File: config.mk
export PLATFORM = sky130hd
export DESIGN_NAME = pipe_hazard_ctrl
export DESIGN_NICKNAME = d
export VERILOG_FILES = /design/src/rtl/pipe_hazard_ctrl.sv
export SDC_FILE = /design/constraint.sdc
export NUM_CORES = 1
export LEC_CHECK = 0
export ABC_AREA = 1
export CAP_MARGIN = 10
export CORE_ASPECT_RATIO = 1.25
export CORE_MARGIN = 4
export CORE_UTILIZATION = 30
export DETAILED_ROUTE_END_ITERATION = 16
export PLACE_DENSITY_LB_ADDON = 0.08
export SLEW_MARGIN = 5
export SYNTH_ARGS = -nofsm -noshare
export SYNTH_HDL_FRONTEND = slang
export SYNTH_SLANG_ARGS = --single-unit
export TNS_END_PERCENT = 1
File: constraint.sdc
create_clock -name clk -period 3.7 [get_ports clk]
set_input_delay 0.74 -clock clk [delete_from_list [all_inputs] [get_ports clk]]
set_output_delay 0.74 -clock clk [all_outputs]
set_load 0.005 [all_outputs]
File: src/rtl/pipe_hazard_ctrl.sv
`default_nettype none
// ============================================================================
// Module      : pipe_hazard_ctrl
// Description : Central pipeline controller for the 16-bit core.
//               - Detects load-use hazards between decode and stage two and
//                 inserts a one-cycle stall plus bubble.
//               - Produces forwarding selects for the two stage-two ALU
//                 operand muxes (stage two has priority over stage three).
//               - Holds the pipeline while a multi-cycle MUL/DIV executes.
//               - Drains the pipeline on HALT and then halts for good.
// Ports       :
//   clk                 system clock, rising edge
//   rst_n               asynchronous active-low reset
//   i_id_*              decode-stage instruction attributes
//   i_ex_*              stage-two instruction attributes
//   i_mem_*             stage-three instruction attributes
//   o_fwd_a/o_fwd_b     operand source: 00 regfile, 01 stage two, 10 stage three
//   o_stall             freeze PC, stage A and stage B flops
//   o_bubble            load a NOP into stage B this edge
//   o_alu_busy          multi-cycle ALU operation in progress
//   o_halt_sys          system halted (sticky until reset)
// Parameters  :
//   MULDIV_CYCLES       ALU cycles of a MUL/DIV, legal range 1..15
//   RAW                 register address width
// Revision    : 1.0  initial release
// ============================================================================
module pipe_hazard_ctrl #(
    parameter int MULDIV_CYCLES = 4,
    parameter int RAW           = 4
) (
    input  logic           clk,
    input  logic           rst_n,
    input  logic           i_id_valid,
    input  logic [RAW-1:0] i_id_rs1,
    input  logic [RAW-1:0] i_id_rs2,
    input  logic           i_id_use1,
    input  logic           i_id_use2,
    input  logic           i_id_multi,
    input  logic           i_id_halt,
    input  logic           i_ex_valid,
    input  logic           i_ex_reg_wr,
    input  logic           i_ex_is_load,
    input  logic [RAW-1:0] i_ex_rd,
    input  logic           i_mem_valid,
    input  logic           i_mem_reg_wr,
    input  logic [RAW-1:0] i_mem_rd,
    output logic [1:0]     o_fwd_a,
    output logic [1:0]     o_fwd_b,
    output logic           o_stall,
    output logic           o_bubble,
    output logic           o_alu_busy,
    output logic           o_halt_sys
);

    // ------------------------------------------------------------------------
    // Constants
    // ------------------------------------------------------------------------
    localparam logic [1:0] c_ST_RUN   = 2'd0;
    localparam logic [1:0] c_ST_MULTI = 2'd1;
    localparam logic [1:0] c_ST_DRAIN = 2'd2;
    localparam logic [1:0] c_ST_HALT  = 2'd3;

    localparam logic [1:0] c_FWD_RF  = 2'b00;
    localparam logic [1:0] c_FWD_EX  = 2'b01;
    localparam logic [1:0] c_FWD_MEM = 2'b10;

    // A single-cycle MUL/DIV needs no hold, so MULTI is unreachable then.
    localparam logic       c_MULTI_EN    = (MULDIV_CYCLES > 1);
    localparam logic [3:0] c_MULTI_LOAD  = 4'(MULDIV_CYCLES - 1);
    // Two bubble cycles let the two older instructions retire before halting.
    localparam logic [3:0] c_DRAIN_LOAD  = 4'd2;

    // ------------------------------------------------------------------------
    // State
    // ------------------------------------------------------------------------
    logic [1:0] r_state;
    logic [3:0] r_cnt;
    logic [1:0] w_state_nxt;
    logic [3:0] w_cnt_nxt;

    // ------------------------------------------------------------------------
    // Hazard detection
    // ------------------------------------------------------------------------
    logic w_in_run;
    logic w_ex_load_wr;
    logic w_rs1_match_ex;
    logic w_rs2_match_ex;
    logic w_hazard;

    assign w_in_run       = (r_state == c_ST_RUN);
    assign w_ex_load_wr   = i_ex_valid & i_ex_is_load & i_ex_reg_wr & (i_ex_rd != '0);
    assign w_rs1_match_ex = i_id_use1 & (i_id_rs1 == i_ex_rd);
    assign w_rs2_match_ex = i_id_use2 & (i_id_rs2 == i_ex_rd);
    assign w_hazard       = w_in_run & i_id_valid & w_ex_load_wr
                          & (w_rs1_match_ex | w_rs2_match_ex);

    // Decode-side control is only sampled when the instruction actually
    // leaves decode this edge: RUN with no hazard stall.
    logic w_id_accept;
    assign w_id_accept = w_in_run & i_id_valid & ~w_hazard;

    // ------------------------------------------------------------------------
    // Forwarding
    // ------------------------------------------------------------------------
    // A load in stage two has no result yet; that case is covered by the
    // hazard stall, after which the load forwards from stage three.
    logic w_ex_fwd_ok;
    logic w_mem_fwd_ok;

    assign w_ex_fwd_ok  = i_ex_valid & i_ex_reg_wr & ~i_ex_is_load & (i_ex_rd != '0);
    assign w_mem_fwd_ok = i_mem_valid & i_mem_reg_wr & (i_mem_rd != '0);

    function automatic logic [1:0] fwd_sel(input logic [RAW-1:0] rs,
                                           input logic [RAW-1:0] ex_rd,
                                           input logic [RAW-1:0] mem_rd,
                                           input logic           ex_ok,
                                           input logic           mem_ok);
        logic [1:0] sel;
        sel = c_FWD_RF;
        if (ex_ok && (ex_rd == rs)) begin
            sel = c_FWD_EX;
        end else if (mem_ok && (mem_rd == rs)) begin
            sel = c_FWD_MEM;
        end
        return sel;
    endfunction

    logic [1:0] w_fwd_a;
    logic [1:0] w_fwd_b;

    always_comb begin
        w_fwd_a = fwd_sel(i_id_rs1, i_ex_rd, i_mem_rd, w_ex_fwd_ok, w_mem_fwd_ok);
        w_fwd_b = fwd_sel(i_id_rs2, i_ex_rd, i_mem_rd, w_ex_fwd_ok, w_mem_fwd_ok);
        if (r_state == c_ST_HALT) begin
            w_fwd_a = c_FWD_RF;
            w_fwd_b = c_FWD_RF;
        end
    end

    // ------------------------------------------------------------------------
    // Next-state logic
    // ------------------------------------------------------------------------
    always_comb begin
        w_state_nxt = r_state;
        w_cnt_nxt   = r_cnt;
        case (r_state)
            c_ST_RUN: begin
                // HALT wins over MUL/DIV if decode flags both.
                if (w_id_accept && i_id_halt) begin
                    w_state_nxt = c_ST_DRAIN;
                    w_cnt_nxt   = c_DRAIN_LOAD;
                end else if (w_id_accept && i_id_multi && c_MULTI_EN) begin
                    w_state_nxt = c_ST_MULTI;
                    w_cnt_nxt   = c_MULTI_LOAD;
                end
            end
            c_ST_MULTI: begin
                if (r_cnt == 4'd1) begin
                    w_state_nxt = c_ST_RUN;
                    w_cnt_nxt   = 4'd0;
                end else begin
                    w_cnt_nxt   = r_cnt - 4'd1;
                end
            end
            c_ST_DRAIN: begin
                if (r_cnt == 4'd1) begin
                    w_state_nxt = c_ST_HALT;
                    w_cnt_nxt   = 4'd0;
                end else begin
                    w_cnt_nxt   = r_cnt - 4'd1;
                end
            end
            c_ST_HALT: begin
                w_state_nxt = c_ST_HALT;
                w_cnt_nxt   = 4'd0;
            end
            default: begin
                w_state_nxt = c_ST_RUN;
                w_cnt_nxt   = 4'd0;
            end
        endcase
    end

    always_ff @(posedge clk or negedge rst_n) begin
        if (!rst_n) begin
            r_state <= c_ST_RUN;
            r_cnt   <= 4'd0;
        end else begin
            r_state <= w_state_nxt;
            r_cnt   <= w_cnt_nxt;
        end
    end

    // ------------------------------------------------------------------------
    // Outputs
    // ------------------------------------------------------------------------
    logic w_stall;
    logic w_bubble;

    always_comb begin
        w_stall  = 1'b0;
        w_bubble = 1'b0;
        case (r_state)
            c_ST_RUN: begin
                w_stall  = w_hazard;
                w_bubble = w_hazard;
            end
            c_ST_MULTI: begin
                w_stall  = 1'b1;
            end
            c_ST_DRAIN: begin
                // PC and stage A are held externally; stage B takes NOPs.
                w_bubble = 1'b1;
            end
            c_ST_HALT: begin
                w_stall  = 1'b1;
            end
            default: begin
                w_stall  = 1'b0;
                w_bubble = 1'b0;
            end
        endcase
    end

    // All outputs are forced low while reset is held, even though most of
    // them are combinational from the inputs.
    assign o_fwd_a    = rst_n ? w_fwd_a : c_FWD_RF;
    assign o_fwd_b    = rst_n ? w_fwd_b : c_FWD_RF;
    assign o_stall    = rst_n & w_stall;
    assign o_bubble   = rst_n & w_bubble;
    assign o_alu_busy = rst_n & (r_state == c_ST_MULTI);
    assign o_halt_sys = rst_n & (r_state == c_ST_HALT);

endmodule
`default_nettype wire

==> results of run 1 <==
[per-stage QoR]
stage	hold WS, ps	cell area (um2)	utilization
3_3_place_gp	520	1290	0.467
4_1_cts	544	1310	0.475
6_report	540	1310	0.475
3_5_place_dp	530	1290	0.467
5_1_grt	579	1310	0.475
2_1_floorplan	444	887	-
[cells by family after synthesis]
kind of cell | after synthesis | synth area share
fa+ha+maj | 7 | 0.0987
flops | 6 | 0.169
simple gates | 82 | 0.432
buf+inv | 29 | 0.124
compound gates | 18 | 0.127
xor+xnor | 5 | 0.0494
[layout make-up]
type                    instances  area, um2  area share
multi-input cells             112        627       0.479
repair buffers                 36        358       0.273
flip-flops and latches          6        150       0.115
inverters                      29        110      0.0840
well taps                      34       42.5      0.0325
clock buffers                   3       22.5      0.0172
[registers in the layout, indices dropped and copies added, names as in the netlist]
register  count
r_cnt         4
r_state       2
[power breakdown]
part	internal, uW	leakage, uW	total [uW]	switching [uW]
registers	65.9	0.0000734	65.9	0
logic	39.8	0.000554	71.4	31.6
clock network	36.5	0.0000138	57.3	20.8
total	142	0.000641	195	52.5
[synthesized netlist by cell type (all sizes together)]
cell type | count | area [um2]
a211oi | 2 | 15.0
a21boi | 1 | 7.51
a21oi | 2 | 10.0
a31oi | 1 | 6.26
clkinv | 1 | 5.00
dfrtp | 6 | 150
ha | 7 | 87.6
inv | 28 | 105
nand2 | 55 | 229
nand3 | 10 | 62.6
nand4 | 2 | 12.5
nor2 | 7 | 36.3
nor3 | 6 | 30.0
o211ai | 2 | 15.0
o21ai | 6 | 30.0
o21bai | 1 | 7.51
o22ai | 2 | 12.5
o311ai | 1 | 8.76
or2 | 2 | 12.5
xnor2 | 5 | 43.8
[worst max-delay path by stage]
stage,cells past startpoint,endpoint,slack [ps],from
final,8,o_fwd_b[1],430,i_ex_rd[2]
after detailed placement,8,o_fwd_b[1],410,i_ex_rd[3]
after floorplan,6,o_fwd_b[1],1560,i_ex_rd[3]
after CTS,8,o_fwd_b[1],410,i_ex_rd[3]
after global routing,10,o_stall,330,i_ex_rd[2]
after global placement,8,o_fwd_a[1],420,i_ex_rd[3]
[critical path: stages]
cell	delay, ps
clkdlybuf4s50_1	510
inv_2	70
nand4_1	110
nand3_1	110
or2_1	270
o211ai_1	190
nor3_1	70
clkdlybuf4s50_1	460
[routing by layer]
layer,track usage,wire length (um),share of wire
met1,0.137,1020,0.40
met2,0.279,1320,0.52
met3,0.0242,173,0.068
met4,0.0475,25,0.0099
met5,0,0,0
==> metrics.txt, run 1 <==
DIE WIDTH=56.6 um; Placer Congestion=0.881; Synth Register Bits=6; slew at the pin closest to its max-slew limit=455 ps; hold path cells=2; reg2reg setup slack=2030 ps; cell count after synthesis=147; synthesized area=887 um2; layout cells sized above 1=0.108; gr usage total=0.136; CP Capture Type=output pin; clk_skew=4.49 ps; Hold WC Path Type=flip-flop to flip-flop; n_diodes=0; fin cells=220; initial antenna violation count=0; Synth Warn #=0; Synth cell types=26; first-pass GRT wire length=4170 um; Worst Path Arrival=2530 ps; # hold bufs at CTS=0; DR vias/cell=4.61; WL/cell=11.5 um; Required @ worst endpoint=2960 ps; P per Cell Area=149 nW/um2; grt ovf=0; WL final=2540 um; final setup fails=0; # clock sinks=6; placed cells=217; Pins Over Slew Limit=0; post-cts repair resize count=0; final hold vios=0; worst r2r src=r_state[0]; Starting Density=0.322; critical path fanouts, max=4; HPWL after DPL=2200 um; hold path start=r_state[1]; RSZ-0062 raised after global routing=false; die area=3900 um2; FF-to-FF End=r_cnt[3]; fin crit share=0.885; largest net degree at the start of global routing=9; Final ANT Viol Nets=0; Area Overhead vs Synth=47.7%; most common cell after layout, fill and taps aside=nand2_1; most frequent cells in the layout=50 x nand2_1, 35 x clkdlybuf4s50_1, 23 x inv_1; register area share after synthesis=0.169; pre-CTS setup slack=407 ps; cell count of the worst reg-to-reg path=11; CTS root buf=clkbuf_4; Clock Tree Buf Depth=2; Pre-Repair DR Iteration Count=4; total power=195 uW; vias in the first global route=998; Die H=68.8 um; CTS Buf Count=3; CP startpoint kind=input pin; syn avg cell area=6.03 um2; Max rail drop VDD=0.137 mV; setup repair bufs after CTS=0; Reg clk slew, reported paths=40 ps; row cnt=21; fin worst setup slack=427 ps; post-route minimum period=3270 ps; Clk Latency, worst-skew pair=240 ps; number of remaining DRC errors=0; vias=1015; CORE AREA=2760 um2; number of I/O pins=36; Leakage=0.000641 uW; Worst Setup Path Type=input pin to output pin; Slew headroom=0.693; Hold EP=r_state[1]; setup TNS=0 ps; CTS tree=yes; maxcap violations=0; Final #Nets=223; 1st-iter DRT viols=18; H-tree depth=1; status=complete, no violations; FMAX=305 MHz; syn_nets=182; # fillers=282; IO buf count=35
Power figures use the tool's default switching activity.
==> run 2: changes to the inputs <==
--- a/config.mk
+++ b/config.mk
@@ -11,7 +11,6 @@
 export CORE_MARGIN = 4
 export CORE_UTILIZATION = 30
 export DETAILED_ROUTE_END_ITERATION = 16
-export PLACE_DENSITY_LB_ADDON = 0.08
 export SLEW_MARGIN = 5
 export SYNTH_ARGS = -nofsm -noshare
 export SYNTH_HDL_FRONTEND = slang
==> run 2 against run 1 <==
Net effect:
- routed wire length rose by 0.59%
- sequential share of layout area did not move
- via count rose by 3.4%
- first-iteration DRC count rose by 110%
- largest power group unchanged
- die area did not move
- count of clock-buffer cells in the layout did not move
- combinational power fell by 0.6%
- total power rose by 0.44%
- design area did not move
- non-clock buffer count did not move
==> metrics.txt, run 2 (synthesis gave the netlist of run 1 again) <==
Starting Density=0.322; final setup fails=0; RSZ-0062 raised after global routing=false; pre-CTS setup slack=431 ps; Largest register FFs=4; post-cts repair resize count=0; most frequent cells in the layout=50 x nand2_1, 35 x clkdlybuf4s50_1, 23 x inv_1; crit-path leading delay family=buffers and inverters; fin worst setup slack=441 ps; Hold Worst Slack=552 ps; DR vias/cell=4.77; H-tree depth=1; Placer Congestion=0.852; CORE AREA=2760 um2; IO buf count=35; final core utilization=0.475; row cnt=21; vias=1050; maxcap violations=0; Multi-input gate area=627 um2; hold path cells=2; Final #Nets=223; FMAX=307 MHz; critical path depth=10; Setup crit start=i_id_rs2[1]; CTS tree=yes; Area Overhead vs Synth=47.7%; P per Cell Area=149 nW/um2; Final ANT Viol Nets=0; hold path start=r_state[0]; Leakage=0.000641 uW; Die H=68.8 um; Clock Tree Buf Depth=2; critical path fanouts, max=5; WL/cell=11.6 um; CP startpoint kind=input pin; crit-path cells=clkdlybuf4s50_1 > inv_1 > nand2_1 > nand2_1 > nor2_2 > nand3_1 > nand2_2 > nand2_4 > a21boi_1 > clkdlybuf4s50_1; Max rail drop VDD=0.139 mV; Crit path largest cell delay=530 ps; register area=150 um2; slew at the pin closest to its max-slew limit=447 ps; vias in the first global route=1091; Pins Over Slew Limit=0; layout cells sized above 1=0.108; HPWL after DPL=2180 um; DIE WIDTH=56.6 um; grt ovf=0; first-pass GRT wire length=4570 um; Worst Setup Path Type=input pin to output pin; Worst Path Arrival=2520 ps; final hold vios=0; Slowest-stage cell, CP=clkdlybuf4s50_1; Slew headroom=0.698; Pre-Repair DR Iteration Count=5; # clock sinks=6; Hold WC Path Type=flip-flop to flip-flop; largest net degree at the start of global routing=11; most common cell after layout, fill and taps aside=nand2_1; setup repair bufs after CTS=0; CTS root buf=clkbuf_4; 1st-iter DRT viols=38; # hold bufs at CTS=0; fin crit share=0.881; number of remaining DRC errors=0; gr usage total=0.145; biggest regs=r_cnt: 4 flops, r_state: 2 flops; Reg clk slew, reported paths=50 ps; number of I/O pins=36; clk_skew=6.13 ps; WP buf/inv=3; CP Capture Type=output pin; cell count of the worst reg-to-reg path=11; status=complete, no violations; # fillers=287; Clk Latency, worst-skew pair=240 ps; n_diodes=0; post-route minimum period=3260 ps; total power=196 uW; die area=3900 um2; Most flops, register=r_cnt; initial antenna violation count=0; WL final=2550 um; Required @ worst endpoint=2960 ps; worst r2r src=r_state[0]; setup TNS=0 ps; CTS Buf Count=3
run 2: through the flow:
step	area [um2]	cells
2_1_floorplan	887	147
3_3_place_gp	1290	217
3_5_place_dp	1290	217
4_1_cts	1310	220
5_1_grt	1310	220
6_report	1310	220
run 2: metal layers:
metal / vias to the layer above / wire length [um] / track usage
met3: 4 / 129 / 0.0149
met4: 0 / 31 / 0.0534
li1: 542 / - / -
met1: 470 / 1100 / 0.162
met2: 34 / 1290 / 0.283
met5: - / 0 / 0
run 2: final timing paths:
kind / endpoint / slack [ps]
worst min register to register: r_state[0] / 550
worst min-delay path: r_state[0] / 550
max in group asynchronous: r_cnt[3] / 2730
min in group asynchronous: r_cnt[0] / 830
worst max-delay path: o_bubble / 440
worst max register to register: r_cnt[1] / 1990
run 2: area by class of cell:
type                       count  area share
multi-input combinational    112       0.479
tap                           34      0.0325
sequential                     6       0.115
inverter                      29      0.0840
timing repair buffer          36       0.273
clock buffer                   3      0.0172
run 2: tightest hold or removal path: cells and delay by family (launching register included):
kind,cells,cell delay [ps]
flip-flops,1,390
AND/OR/NAND/NOR,2,130
run 2: where the power goes:
group,internal [uW],switching (uW)
combinational,39.8,31.2
sequential,65.9,0
clock,36.6,22.1
total,142,53.2
==> run 3: changes to the inputs <==
--- a/config.mk
+++ b/config.mk
@@ -10,6 +10,7 @@
 export CORE_ASPECT_RATIO = 1.25
 export CORE_MARGIN = 4
 export CORE_UTILIZATION = 30
+export CTS_BUF_LIST = sky130_fd_sc_hd__clkbuf_4
 export DETAILED_ROUTE_END_ITERATION = 16
 export SLEW_MARGIN = 5
 export SYNTH_ARGS = -nofsm -noshare
==> results of run 3 <==
Same layout as run 2: the final DEF is identical, and so are final timing and power.
==> RTL change, RTL diff (config.mk and constraints of run 1) <==
Set the parameter `RAW` to 2 (it was 4).
--- a/src/rtl/pipe_hazard_ctrl.sv
+++ b/src/rtl/pipe_hazard_ctrl.sv
@@ -26,7 +26,7 @@
 // ============================================================================
 module pipe_hazard_ctrl #(
     parameter int MULDIV_CYCLES = 4,
-    parameter int RAW           = 4
+    parameter int RAW           = 2
 ) (
     input  logic           clk,
     input  logic           rst_n,
Ports: changed (resized i_ex_rd, i_id_rs1, i_id_rs2 and i_mem_rd); port bits go from 36 to 28. No check against the original RTL was run, so the function may have changed too.
==> RTL change against run 1 <==
  * Area after synthesis is 21% lower
  * Sequential cell count unchanged
  * Worst hold slack better by 0.0013 ns
  * Design area is 20% lower
  * Total power fell by 13%
  * Wire length is 27% lower
  * First-iteration DRC count shrank 39%
  * Non-clock buffer count is 8 lower
  * Die area down 18%
  * Setup slack improved by 0.031 ns
  * Critical path type unchanged
==> RTL change: results (changes against run 1) <==
- DP HPWL: 1630 um (was 2200 um)
- Area of the multi-input gates: 483 um^2 (was 627 um^2)
- Status: completed (unchanged)
- Sequential area share after synthesis: 0.213 (was 0.169)
- # placed instances: 172 (was 217)
- Total track usage: 0.131 (was 0.136)
- CP Capture Point: o_stall (was o_fwd_b[1])
- Vias in the first global route: 798 (was 998)
- Port bufs: 27 (was 35)
- Multi-input combinational cell count: 88 (was 112)
- Post-Syn Nets: 140 (was 182)
- Critical Path Start: i_ex_rd[0] (was i_ex_rd[2])
- Worst Setup Slack post-DPL: 0.487 ns (was 0.407 ns)
- Fin crit period: 3.24 ns (was 3.27 ns)
- PwrDens: 162 nW/um^2 (was 149 nW/um^2)
- Non-Filler Instances: 175 (was 220)
- Post-synth top area share: 0.213 (was 0.212)
- Via density: 4.59 (was 4.61)
- Clock Power: 60.7 uW (was 57.3 uW)
- # fillers: 234 (was 282)
- Clock Pin Slew Worst Setup and Hold Paths: 0.04 ns (about the same)
- Max IR drop VDD: 0.107 mV (was 0.137 mV)
- First-pass GRT wire length: 3220 um (was 4170 um)
- Clock-cell share: 0.0216 (was 0.0172)
- Hold Path Stages: 2 (unchanged)
- Tot Pwr: 169 uW (was 195 uW)
- Top post-synthesis cells by area: dfrtp_1, nand2_1, ha_1 (was nand2_1, dfrtp_1, ha_1)
- Reg2reg path depth: 11 (unchanged)
- Signal buffers: 28 (was 36)
- Leak: 0.000501 uW (was 0.000641 uW)
- Layout Nets: 173 (was 223)
- CP Max Fanout: 5 (was 4)
- Final wirelength: 1860 um (was 2540 um)
- Synth unique cells: 22 (was 26)
- Critical Path AT: 2.50 ns (was 2.53 ns)
- Post-DP Area: 1020 um^2 (was 1290 um^2)
- Fin Hold WS: 0.541 ns (was 0.540 ns)
- Tapcell count: 31 (was 34)
- P_comb: 42.7 uW (was 71.4 uW)
- Net Switching: 40.1 uW (was 52.5 uW)
- Mapped Cells: 113 (was 147)
- Routability cong.: 0.760 (was 0.881)
- Worst slew margin: 0.811 (was 0.693)
- Non-clock buffer share: 0.266 (was 0.273)
- Synth cell count leaders: nand2_1, inv_1, nand3_1, nor2_1, ha_1 (was nand2_1, inv_1, nand3_1, ha_1)
- Reg-to-Reg End: r_cnt[1] (was r_cnt[3])
- Clk buf depth: 2 (unchanged)
- Yosys reg bits: 6 (unchanged)
- Clk_skew: 0.00239 ns (was 0.00449 ns)
[RTL change: metal layers]
metal | vias to the layer above | GRT usage | part of all wire
met3 | 4 | 0.0502 | 0.070
met2 | 23 | 0.245 | 0.56
li1 | 421 | - | -
met1 | 356 | 0.124 | 0.36
met5 | - | 0 | 0
met4 | 0 | 0.0492 | 0.011
[RTL change: kinds of logic (layout without fill, tap and decap cells)]
group                    Yosys count  in the layout  synth area share
AND/OR/NAND/NOR                   67             67             0.430
buffers and inverters             19             50             0.101
AO/OA/AOI/OAI                     11             11            0.0941
adder cells (fa/ha/maj)            7              7             0.124
flip-flops                         6              6             0.213
XOR/XNOR                           3              3            0.0373
[RTL change: critical path: stages]
cell	delay [ns]
clkdlybuf4s50_1	0.47
xnor2_1	0.23
nand3_1	0.10
nand2_1	0.08
nand2_2	0.08
a211oi_1	0.25
clkdlybuf4s50_1	0.55
